File: src/rtl/coin_start_sequencer.sv
`default_nettype none
// +----------------------------------------------------------------------------+
// | coin_start_sequencer: turns debounced start/coin requests into timed        |
// | coin1/start1/start2 pulses for the game core.                               |
// | Revision: 1.0                                                              |
// +----------------------------------------------------------------------------+
module coin_start_sequencer #(
  parameter int TICK_DIV  = 12000,
  parameter int DEB_U     = 10,
  parameter int COIN_U    = 50,
  parameter int GAP_U     = 100,
  parameter int START_U   = 50,
  parameter int AUTO_COIN = 1
) (
  input  logic clk_sys,
  input  logic reset,
  input  logic in_start1,
  input  logic in_start2,
  input  logic in_coin,
  output logic coin1,
  output logic start1,
  output logic start2,
  output logic busy
);

  localparam int D_CYC   = DEB_U   * TICK_DIV;
  localparam int C_CYC   = COIN_U  * TICK_DIV;
  localparam int G_CYC   = GAP_U   * TICK_DIV;
  localparam int S_CYC   = START_U * TICK_DIV;
  localparam int MAX_CG  = (C_CYC > G_CYC) ? C_CYC : G_CYC;
  localparam int MAX_SD  = (S_CYC > D_CYC) ? S_CYC : D_CYC;
  localparam int MAX_ALL = (MAX_CG > MAX_SD) ? MAX_CG : MAX_SD;
  localparam int TW      = ($clog2(MAX_ALL) < 1) ? 1 : $clog2(MAX_ALL);

  localparam logic [TW-1:0] D_LAST = TW'(D_CYC - 1);
  localparam logic [TW-1:0] C_LAST = TW'(C_CYC - 1);
  localparam logic [TW-1:0] G_LAST = TW'(G_CYC - 1);
  localparam logic [TW-1:0] S_LAST = TW'(S_CYC - 1);
  localparam logic [TW-1:0] ONE    = TW'(1);

  typedef enum logic [2:0] {
    S_IDLE  = 3'd0,
    S_COIN  = 3'd1,
    S_GAP   = 3'd2,
    S_START = 3'd3,
    S_HOLD  = 3'd4
  } state_t;

  // Bit order everywhere: [0]=start1, [1]=start2, [2]=coin (also the priority order).
  logic [2:0] w_raw;
  logic [2:0] w_ev;
  assign w_raw = {in_coin, in_start2, in_start1};

  for (genvar i = 0; i < 3; i++) begin : g_cond
    logic          r_s1;
    logic          r_s2;
    logic          r_deb;
    logic          r_deb_q;
    logic          r_ev;
    logic [TW-1:0] r_cnt;

    always_ff @(posedge clk_sys or posedge reset) begin
      if (reset) begin
        r_s1    <= 1'b0;
        r_s2    <= 1'b0;
        r_deb   <= 1'b0;
        r_deb_q <= 1'b0;
        r_ev    <= 1'b0;
        r_cnt   <= '0;
      end else begin
        r_s1    <= w_raw[i];
        r_s2    <= r_s1;
        r_deb_q <= r_deb;
        r_ev    <= r_deb & ~r_deb_q;
        // Count consecutive disagreeing samples; any agreeing sample restarts it.
        if (r_s2 != r_deb) begin
          if (r_cnt == D_LAST) begin
            r_deb <= r_s2;
            r_cnt <= '0;
          end else begin
            r_cnt <= r_cnt + ONE;
          end
        end else begin
          r_cnt <= '0;
        end
      end
    end

    assign w_ev[i] = r_ev;
  end

  state_t        r_state;
  logic [TW-1:0] r_timer;
  logic [1:0]    r_sel;
  logic [2:0]    r_pend;
  logic [2:0]    w_req;
  logic [2:0]    w_rest;
  logic [1:0]    w_pick;

  // Arbitration among pending and fresh requests; w_pick 1/2 = player, 3 = coin only.
  always_comb begin
    w_req  = r_pend | w_ev;
    w_rest = w_req;
    w_pick = 2'd0;
    if (w_req[0]) begin
      w_pick    = 2'd1;
      w_rest[0] = 1'b0;
    end else if (w_req[1]) begin
      w_pick    = 2'd2;
      w_rest[1] = 1'b0;
    end else if (w_req[2]) begin
      w_pick    = 2'd3;
      w_rest[2] = 1'b0;
    end
  end

  always_ff @(posedge clk_sys or posedge reset) begin
    if (reset) begin
      r_state <= S_IDLE;
      r_timer <= '0;
      r_sel   <= 2'd0;
      r_pend  <= 3'b000;
      coin1   <= 1'b0;
      start1  <= 1'b0;
      start2  <= 1'b0;
      busy    <= 1'b0;
    end else begin
      case (r_state)
        S_IDLE: begin
          r_pend <= w_rest;
          if (w_pick == 2'd3 || (w_pick != 2'd0 && AUTO_COIN != 0)) begin
            r_state <= S_COIN;
            r_timer <= C_LAST;
            r_sel   <= (w_pick == 2'd3) ? 2'd0 : w_pick;
            coin1   <= 1'b1;
            busy    <= 1'b1;
          end else if (w_pick != 2'd0) begin
            r_state <= S_START;
            r_timer <= S_LAST;
            r_sel   <= w_pick;
            start1  <= (w_pick == 2'd1);
            start2  <= (w_pick == 2'd2);
            busy    <= 1'b1;
          end
        end
        S_COIN: begin
          r_pend <= r_pend | w_ev;
          if (r_timer == '0) begin
            r_state <= S_GAP;
            r_timer <= G_LAST;
            coin1   <= 1'b0;
          end else begin
            r_timer <= r_timer - ONE;
          end
        end
        S_GAP: begin
          r_pend <= r_pend | w_ev;
          if (r_timer == '0) begin
            if (r_sel != 2'd0) begin
              r_state <= S_START;
              r_timer <= S_LAST;
              start1  <= (r_sel == 2'd1);
              start2  <= (r_sel == 2'd2);
            end else begin
              r_state <= S_IDLE;
              busy    <= 1'b0;
            end
          end else begin
            r_timer <= r_timer - ONE;
          end
        end
        S_START: begin
          r_pend <= r_pend | w_ev;
          if (r_timer == '0) begin
            r_state <= S_HOLD;
            r_timer <= G_LAST;
            start1  <= 1'b0;
            start2  <= 1'b0;
          end else begin
            r_timer <= r_timer - ONE;
          end
        end
        S_HOLD: begin
          r_pend <= r_pend | w_ev;
          if (r_timer == '0) begin
            r_state <= S_IDLE;
            r_sel   <= 2'd0;
            busy    <= 1'b0;
          end else begin
            r_timer <= r_timer - ONE;
          end
        end
        default: begin
          r_state <= S_IDLE;
          r_timer <= '0;
          r_sel   <= 2'd0;
          coin1   <= 1'b0;
          start1  <= 1'b0;
          start2  <= 1'b0;
          busy    <= 1'b0;
        end
      endcase
    end
  end

endmodule
`default_nettype wire

File: config.mk
export PLATFORM = sky130hd
export DESIGN_NAME = coin_start_sequencer
export DESIGN_NICKNAME = d
export VERILOG_FILES = /design/src/rtl/coin_start_sequencer.sv
export SDC_FILE = /design/constraint.sdc
export NUM_CORES = 1
export LEC_CHECK = 0
export ABC_AREA = 1
export BUFFER_PORTS_ARGS = -buffer_cell sky130_fd_sc_hd__buf_2
export CAP_MARGIN = 20
export CORE_MARGIN = 2
export CORE_UTILIZATION = 68
export CTS_CLUSTER_DIAMETER = 40
export DETAILED_ROUTE_END_ITERATION = 10
export GPL_ROUTABILITY_DRIVEN = 1
export GPL_TIMING_DRIVEN = 0
export PLACE_DENSITY = 0.85
export REMOVE_ABC_BUFFERS = 1
export SYNTH_ARGS = -nofsm -noshare
export SYNTH_HDL_FRONTEND = slang
export SYNTH_SLANG_ARGS = --single-unit
File: constraint.sdc
create_clock -name clk_sys -period 6.56 [get_ports clk_sys]
set_input_delay 1.968 -clock clk_sys [delete_from_list [all_inputs] [get_ports clk_sys]]
set_output_delay 1.968 -clock clk_sys [all_outputs]
set_load 0.03 [all_outputs]
# After elaboration in Yosys (flattened, before gate mapping)
# Index checks and enable logic that the tools add are counted.
# op_classes
reduce_logical,20
bitwise_logic,11
n_mux,50
add_sub_neg,4
eq_ne,27
# op_table
op,count
21-bit two-way mux,12
21-bit one-hot mux with 4 select lines,1
"21-bit by 1-bit adder with 21-bit output, second input constant",3
"21-bit by 17-bit == test with 1-bit output, second input constant",3
21-bit zero test,1
"21-bit by 1-bit subtractor with 21-bit output, second input constant",1
"2-bit inequality test, second input constant",10
2-bit two-way mux,9
3-bit two-way mux,6
1-bit two-way mux,15
3-bit one-hot mux with 5 select lines,1
1-bit one-hot mux with 4 select lines,3
5-bit AND reduction,2
3-bit AND reduction,3
1-bit inverter,7
"2-bit == test, second input constant",3
"3-bit by 2-bit == test with 1-bit output, second input constant",2
"3-bit inequality test, second input constant",2
2-bit one-hot mux with 3 select lines,1
3-bit one-hot mux with 2 select lines,1
2-bit AND reduction,3
6-bit AND reduction,1
2-bit nonzero test,3
3-bit OR reduction,2
11 further kinds,17
# totals
word_cells,138
ff_bits,111

# Depth between registers and ports, before layout
# depth
depth_word,8
ltp_mapped,13
depth_no_buf,13

# Worst setup path before layout
# No wires, ideal clock.
# synth_timing
path_kind,flip-flop to output port
from,register busy
to,output port busy
required_ps,4592
stages_incl_launch_ff,1
n_path_buf,0
setup_slack_ps,4110
t_arrival_ps,482
cell_sequence,dfrtp_1
# synth_lines
item,line_no,rtl
from (decl),23,output logic busy
from (signal assigned),126,busy <= 1'b0;
from (signal assigned),136,busy <= 1'b1;
from (signal assigned),143,busy <= 1'b1;
# No word-level cell between the ends.

# Worst setup path in the final report
# layout_timing
from,register start2
to,output port start2
# layout_lines
item,line_no,rtl
from (decl),22,"output logic start2,"
from (signal assigned),142,start2 <= (w_pick == 2'd2);
from (signal assigned),163,start2 <= (r_sel == 2'd2);
# No word-level cell between the ends.

==> impl_metrics.ini <==
[run_status]
outcome = finished, final reports clean

[cts]
cts_sinks = 111
cts_buffers = 9
holdBufCountCts = 0
cts_tree = built
cts_root_buffer = clkbuf_8
htreeDepth = 3
clk_latency_ns = 0.38
ctsResizeCount = 0
clock_path_buffers = 2
clk_pin_slew_worst_paths_ns = 0.12
postCtsSetupBuffers = 0

[floorplan]
die_h_um = 99.2
core_area_um2 = 8760
dieArea_um2 = 9850
die_w_um = 99.2
io_pins = 9
rows = 34
initial_core_util_pct = 70.4

[grt]
grt_pass1_wl_mm = 22.5
antenna_found_initial = 0
grt_max_degree = 67
gr-total-overflow = 0
grt_pass1_vias = 5286
grtUsageTotal_pct = 27.7

[timing]
rsz0062_at_grt = no
max_freq_mhz = 342
maxSlewViolCount = 0
fin_skew_ns = 0.0140
hold_viol_final = 0
tightest_slew_ns = 0.657
timing.hold.ws_ns = 0.364
relSlewSlack_pct = 56.1
final-setup-viol-count = 0
min_period_ns = 2.93
post-route-period-util_pct = 44.6
tns_ns = 0

[route]
wl_per_cell_um = 13.5
ant_nets = 0
drt_first_iter_violations = 322
dr.pass1.iters = 5
vias = 5397
avgViaCountPerCell = 5.68
post-route-drc-count = 0
routed_wirelength_mm = 12.9

[synthesis]
netlist_area_um2 = 6170
yosys-top-cells-area = dfrtp_1, nand2_1, nor2_1
synth_edf_count = 0
yosys.area.top_type = dfrtp_1
async_reset_ff_share_pct = 100
ys_seq_area_share_pct = 45.0
yosysTopAreaCellShare_pct = 45.0
postSynthCellCount = 826
avgSynthCellArea_um2 = 7.46
synth-seq-cells = 111
ys_warn_count = 0
ys_types = 35
yosys_most_used_dff = dfrtp_1

[power_and_ir_drop]
p_int_w = 0.000890
ir_worst_vdd_mv = 0.144
sw_frac_of_total_pct = 24.6
p_seq_share_pct = 59.0
p_leak_nw = 3.18
power_w = 0.00118
p_switching_w = 0.000290
power_frac_comb_pct = 2.9
power_density_nw_per_um2 = 180
pwr-share-clk_pct = 38.1

[job]
drv_cap = 0

[layout]
largest-register = g_cond.r_cnt
multi_input_area_um2 = 2930
area_growth_pct = 6.11
fin_nets = 847
nFillCells = 678
antenna_cells = 0
largest_reg_flops = 63
largest_registers = g_cond.r_cnt x63, r_timer x21
seq_area_um2 = 2780
post-route-cell-area_um2 = 6540
layout-drive-gt1-share_pct = 6.29

[critical_path]
cp_num_buf_inv = 1
reg2regPathDepth = 12
slowest_delay_ns = 0.41
arrival_ns = 0.96
startpoint_type = flop
worstPathRequired_ns = 4.59
path_depth = 1
cp_slowest_cell = dfrtp_1
cp_max_fo = 2
path_class = flop to output pin
critPathTopFamily = flip-flops
endpoint_kind = output pin
path_cells = buf_2

[place]
io_buffers = 8
globalplace.congestion = 0.899
placed_area_um2 = 6310
dpl.hpwl_mm = 9.23

[hold_path]
hold_path_class = flop to flop
hold_depth = 0
==> cell usage after synthesis (5+ instances only) <==
cell	instances
nor4_1	7
nor3_1	35
nand2_1	202
nor2_4	5
ha_1	5
nor3b_1	8
nand4_1	24
inv_1	99
o21ai_1	6
a21oi_1	9
nor2_1	144
nand2_2	7
xor2_1	39
o21ai_0	13
o211ai_1	5
nand3_1	67
dfrtp_1	111
==> worst paths after layout <==
kind	start	slack, ns	endpoint
max in group asynchronous	reset	4.21	start1
worst max register to register	r_timer[0]	4.35	r_timer[15]
worst min register to register	g_cond[1].r_s1	0.36	g_cond[1].r_s2
worst max-delay path	start2	3.63	start2
min in group asynchronous	reset	1.65	g_cond[0].r_cnt[7]
worst min-delay path	g_cond[1].r_s1	0.36	g_cond[1].r_s2
==> layout make-up <==
class / count / share of cell area [%]
timing repair buffer: 9 / 1.03
clock buffer: 9 / 1.89
inverter: 105 / 6.10
sequential: 111 / 42.5
clock inverter: 7 / 1.64
multi-input combinational: 601 / 44.8
tap: 108 / 2.07
==> per-layer routing <==
metal | GRT usage, % | share of wire, % | wire [um]
met2 | 48.4 | 51 | 6510
met5 | 0 | 0 | 0
met1 | 34.3 | 43 | 5510
met4 | 10.9 | 2.2 | 286
met3 | 4.92 | 4.3 | 559
==> power groups by stage <==
stage	logic, W	registers [W]	clock network (W)
after floorplan	0.0000234	0.000707	0
after global placement	0.0000311	0.000708	0
after detailed placement	0.0000347	0.000709	0
after CTS	0.0000349	0.000695	0.000459
after global routing	0.0000407	0.000697	0.000479
final	0.0000339	0.000695	0.000450
==> metrics by stage <==
| step | worst slack (ns) | util, % | std cells |
|---|---|---|---|
| 6_report | 3.63 | 74.7 | 950 |
| 4_1_cts | 3.63 | 74.7 | 950 |
| 2_1_floorplan | 1.66 | - | 817 |
| 5_1_grt | 3.61 | 74.7 | 950 |
| 3_3_place_gp | 0.581 | 71.7 | 933 |
| 3_5_place_dp | 3.76 | 72.0 | 934 |
==> logic make-up after synthesis <==
family / after synthesis / share of synthesized area, %
AO/OA/AOI/OAI: 40 / 3.71
XOR/XNOR: 43 / 6.11
adder cells (fa/ha/maj): 5 / 1.01
buffers and inverters: 114 / 7.41
flip-flops: 111 / 45.0
AND/OR/NAND/NOR: 513 / 36.7
==> layout by cell type (no fill, tap or decap), drive strengths merged, types with 2 or more instances in the layout <==
master  netlist  layout
o21ai        21      21
xor2         39      39
and3          2       2
nand2       209     209
nand4        24      24
a21oi         9       9
nor2        153     153
xnor2         4       4
nand3        69      69
dfrtp       111     111
clkinv        1       4
nor3         35      35
or2           2       2
clkbuf        1       9
nor3b         8       8
o211ai        5       5
inv         104     107
buf           8       9
ha            5       5
a31oi         3       3
nor4          7       7
nand3b        4       4
No activity file was read; power rests on OpenSTA's default activity.
